==> config.mk <==
export PLATFORM = sky130hd
export DESIGN_NAME = alu_issue_stage
export DESIGN_NICKNAME = d
export VERILOG_FILES = /design/src/rtl/alu_issue_stage.sv
export SDC_FILE = /design/constraint.sdc
export NUM_CORES = 1
export LEC_CHECK = 0
export CAP_MARGIN = 0
export CORE_ASPECT_RATIO = 0.9
export CORE_MARGIN = 2
export CORE_UTILIZATION = 30
export CTS_BUF_LIST = sky130_fd_sc_hd__clkbuf_8
export CTS_CLUSTER_DIAMETER = 200
export DETAILED_ROUTE_END_ITERATION = 8
export GPL_TIMING_DRIVEN = 0
export PLACE_DENSITY = 0.56
export SLEW_MARGIN = 0
export SYNTH_ARGS = -nofsm -noshare
export SYNTH_HDL_FRONTEND = slang
export SYNTH_SLANG_ARGS = --single-unit
export TNS_END_PERCENT = 100
==> constraint.sdc <==
create_clock -name CLK -period 2.5 [get_ports CLK]
set_input_delay 0.5 -clock CLK [delete_from_list [all_inputs] [get_ports CLK]]
set_output_delay 0.5 -clock CLK [all_outputs]
set_load 0.1 [all_outputs]
==> src/rtl/alu_issue_stage.sv <==
// alu_issue_stage: register file, pending scoreboard and one-deep
// issue register feeding operands to the 8-bit ALU.
module alu_issue_stage #(
  parameter int DW   = 8,
  parameter int NREG = 8,
  parameter int AW   = $clog2(NREG)
) (
  input  logic          CLK,
  input  logic          Reset_n,
  input  logic          InValid,
  output logic          InReady,
  input  logic [1:0]    InOp,
  input  logic [AW-1:0] InRegA,
  input  logic [AW-1:0] InRegB,
  input  logic [AW-1:0] InRegD,
  input  logic          InImmSel,
  input  logic [DW-1:0] InImm,
  output logic          OutValid,
  input  logic          OutReady,
  output logic [1:0]    ALUOp,
  output logic [DW-1:0] ALUSrcA,
  output logic [DW-1:0] ALUSrcB,
  output logic [AW-1:0] OutRegD,
  input  logic          WbEn,
  input  logic [AW-1:0] WbReg,
  input  logic [DW-1:0] WbData
);

  logic [DW-1:0]   rf [NREG];
  logic [NREG-1:0] pending;
  logic [NREG-1:0] wbHit;
  logic [NREG-1:0] setHit;
  logic [NREG-1:0] effPend;
  logic [DW-1:0]   opA;
  logic [DW-1:0]   opB;
  logic            hazard;
  logic            space;
  logic            accept;

  always_comb begin
    wbHit = '0;
    if (WbEn) wbHit[WbReg] = 1'b1;
  end

  always_comb begin
    setHit = '0;
    if (accept) setHit[InRegD] = 1'b1;
  end

  // A same-cycle writeback both satisfies the hazard and supplies data.
  assign effPend = pending & ~wbHit;

  assign opA = wbHit[InRegA] ? WbData : rf[InRegA];
  assign opB = InImmSel       ? InImm
             : wbHit[InRegB] ? WbData
             :                 rf[InRegB];

  assign hazard = effPend[InRegA]
                | (effPend[InRegB] & ~InImmSel)
                | effPend[InRegD];

  assign space   = ~OutValid | OutReady;
  assign InReady = space & ~hazard;
  assign accept  = InValid & InReady;

  always_ff @(posedge CLK or negedge Reset_n) begin
    if (!Reset_n) begin
      for (int i = 0; i < NREG; i++) rf[i] <= '0;
    end else if (WbEn) begin
      rf[WbReg] <= WbData;
    end
  end

  // Set from a new issue overrides a clear from writeback.
  always_ff @(posedge CLK or negedge Reset_n) begin
    if (!Reset_n) pending <= '0;
    else          pending <= (pending & ~wbHit) | setHit;
  end

  always_ff @(posedge CLK or negedge Reset_n) begin
    if (!Reset_n) begin
      OutValid <= 1'b0;
      ALUOp    <= '0;
      ALUSrcA  <= '0;
      ALUSrcB  <= '0;
      OutRegD  <= '0;
    end else if (accept) begin
      OutValid <= 1'b1;
      ALUOp    <= InOp;
      ALUSrcA  <= opA;
      ALUSrcB  <= opB;
      OutRegD  <= InRegD;
    end else if (OutReady) begin
      OutValid <= 1'b0;
    end
  end

endmodule
==> run_results.csv <==
group,metric,value,unit
floorplan,die_w,142.9,um
floorplan,die_area,0.01844,mm2
sta,finalSetupViolCount,1,
power_and_ir_drop,pwr-share-clk,0.160,
sta,finClkSkew,0.01124,ns
layout,final_cells,771,
power_and_ir_drop,ir_worst_vdd,0.0003635,V
power_and_ir_drop,p_leak,2.994,nW
sta,min_period_over_period,1.038,
global_routing,grt_pass1_wl,22.94,mm
floorplan,die_y,129.0,um
logic_synthesis,yosysSeqAreaShare,0.4514,
sta,fin_crit,2.596,ns
floorplan,initial_utilization,0.3075,
detailed_routing,viasPerCell,5.139,
layout,finalNetCount,567,
clocking,cts_buffer_depth,2,
setup_path,crit_type,"input pin to output port",
logic_synthesis,synth_area,0.005211,mm2
place,port_buffers,48,
global_routing,grt_max_degree,56,
layout,area_growth,32.94,%
logic_synthesis,synth_cell_types,47,
detailed_routing,drt_iter0_drc,323,
layout,drive_above_1_share,0.4104,
floorplan,ios,59,
detailed_routing,antenna_left,0,
clocking,worstSkewPairLatency,0.38,ns
setup_path,cp.required,2.00,ns
power_and_ir_drop,cell_internal_pwr,3.768,mW
sta,rsz0062_at_grt,"yes",
detailed_routing,firstDrtPassIters,4,
sta,finalSetupTns,-0.09606,ns
global_routing,overflow,0,
logic_synthesis,avgSynthCellArea,12.26,um2
floorplan,coreArea,0.01695,mm2
status,status,"complete, but fails checks",
global_routing,grtUsageTotal,0.1650,
sta,tightest_slew,0.9696,ns
global_routing,grt_pass1_vias,4130,
logic_synthesis,synth-main-ff-cell,"dfrtp_1",
detailed_routing,avgRoutedWirePerCell,19.16,um
power_and_ir_drop,power_switching,3.000,mW
place,dpl_worst_slack,-1.734,ns
power_and_ir_drop,p_seq_frac,0.337,
logic_synthesis,yosysWarnings,0,
logic_synthesis,async_flop_share,1.000,
sta,fin_ws,-0.09606,ns
logic_synthesis,postSynthCellCount,425,
sta,final-max-slew-violation-count,0,
layout,antenna_cells,0,
status,violations,"setup timing",
logic_synthesis,yosys.area.top_type,"dfrtp_1",
clocking,numCtsBuffers,9,
setup_path,cp_data_arrival_time,2.10,ns
clocking,cts.sinks,94,
logic_synthesis,synth_area_leaders,"dfrtp_1 45%, mux4_2 14%, mux2_2 10%",
detailed_routing,wirelength,14.77,mm
layout,final_common_cell,"dfrtp_1",
layout,fin_util,0.4088,
power_and_ir_drop,power_frac_comb,0.503,
detailed_routing,num_vias,3962,
place,gp_congestion,0.8150,
logic_synthesis,netlist.area_leader.share,0.4514,
setup_path,start_kind,"input pin",
clocking,cts_root_buf,"clkbuf_8",
sta,hold_viol,0,
min_path,hp-class,"input pin to asynchronous set/reset pin",
setup_path,cp-end-kind,"output port",
job,cap_violations,0,
detailed_routing,drc,0,
layout,final_cell_mix,"93 x dfrtp_1, 72 x nand2_1, 48 x mux2_2, 44 x buf_4, 36 x clkdlybuf4s50_1",
logic_synthesis,synth_nets,461,
power_and_ir_drop,switching_share,0.4432,
power_and_ir_drop,finalPower,6.768,mW
power_and_ir_drop,p_per_area,977.0,mW/mm2
clocking,h-tree-depth,3,
global_routing,grt_antenna_before_repair,0,
place,placedCellCount,709,
clocking,cts_tree,"built",
setup_path,worst-path-max-fanout,7,
floorplan,core.rowCount,45,
setup_path,ff2ff_setup_slack,0.16,ns
logic_synthesis,synth_edf_count,0,
sta,slew_headroom,0.3516,
logic_synthesis,ys_ff_latch,94,
place,dp_hpwl,9.386,mm
clocking,clk_pin_slew,0.09,ns
sta,max_clock_freq,385.2,MHz
==> final timing paths <==
kind	from	to	cells after the start
min	Reset_n	OutValid	1
min reg2reg	rf[55]	rf[55]	2
min in group CLK	WbData[6]	rf[54]	3
max reg2reg	OutValid	ALUOp[0]	12
max in group asynchronous	Reset_n	rf[37]	2
max	WbReg[0]	InReady	9
==> critical path, cell delays in order <==
cell       delay (ns)
buf_8            0.10
buf_12           0.12
nor4b_4          0.30
buf_4            0.17
nor2_4           0.04
a2111oi_4        0.36
nor4_4           0.09
nor4_4           0.15
buf_6            0.26
==> synthesized netlist by cell type, drive strengths merged (4+ instances only) <==
cell and number:
dfrtp 94, inv 6, xnor2 6, nor4 4, mux2i 16, nor2b 4
a32o 5, nand2 72, mux2 69, clkbuf 21, o21ai 16, nand3 5
nand4 4, mux4 33, nand4b 4, nor2 12, a21oi 9, buf 20
==> metal layers <==
metal  GRT usage  share of wire  up-vias
li1            -              -     1776
met1      0.2139           0.43     2001
met2      0.2747           0.49      154
met3     0.02772          0.053       31
met4     0.07105          0.022        0
met5           0              0        -
==> registers in the layout, summed over array words and instances, names as in the netlist <==
signal / count
rf: 64
OutValid: 1
pending: 8
ALUOp: 2
OutRegD: 3
ALUSrcB: 8
ALUSrcA: 8
==> area by class of cell <==
| class | instances | area [um2] |
|---|---|---|
| buffer | 41 | 379.1 |
| multi-input combinational | 284 | 2805 |
| fill | 1566 | 10020 |
| sequential | 94 | 2354 |
| clock buffer | 9 | 123.9 |
| inverter | 6 | 26.28 |
| timing repair buffer | 95 | 864.6 |
| tap | 235 | 294.0 |
| clock inverter | 7 | 81.33 |
==> timing repair <==
item / in CTS / in global routing
setup endpoints to repair: 31 / 30
hold buffers: 0 / 0
cloned: 3 / 2
setup buffers: 36 / 5
pin swaps: 12 / 2
endpoints found under the hold margin: 0 / 0
resized for setup: 90 / 34
==> cells by family (layout without fill, tap and decap cells) <==
family                 after synthesis  count (layout)  share of synthesized area
XOR/XNOR                             6               6                    0.01008
AO/OA/AOI/OAI                       45              45                    0.06027
AND/OR/NAND/NOR                    115             115                     0.1116
flip-flops                          94              94                     0.4514
buffers and inverters               47             158                    0.04418
multiplexers                       118             118                     0.3224
==> power by group through the flow <==
stage	sequential [mW]	clock, mW	combinational (mW)
floorplan	3.48	0	1.08
global placement	2.27	0	3.00
finish	2.28	1.08	3.40
detailed placement	2.29	0	3.04
CTS	2.26	1.10	3.17
global route	2.34	1.17	3.56
==> metrics by stage <==
| step | area, um2 | hold slack, ns |
|---|---|---|
| floorplan | 5264 | 0.2044 |
| global placement | 6038 | 0.4685 |
| detailed placement | 6063 | 0.4739 |
| CTS | 6738 | 0.1103 |
| global route | 6928 | 0.1343 |
| finish | 6928 | 0.1033 |
Power figures use the tool's default switching activity.
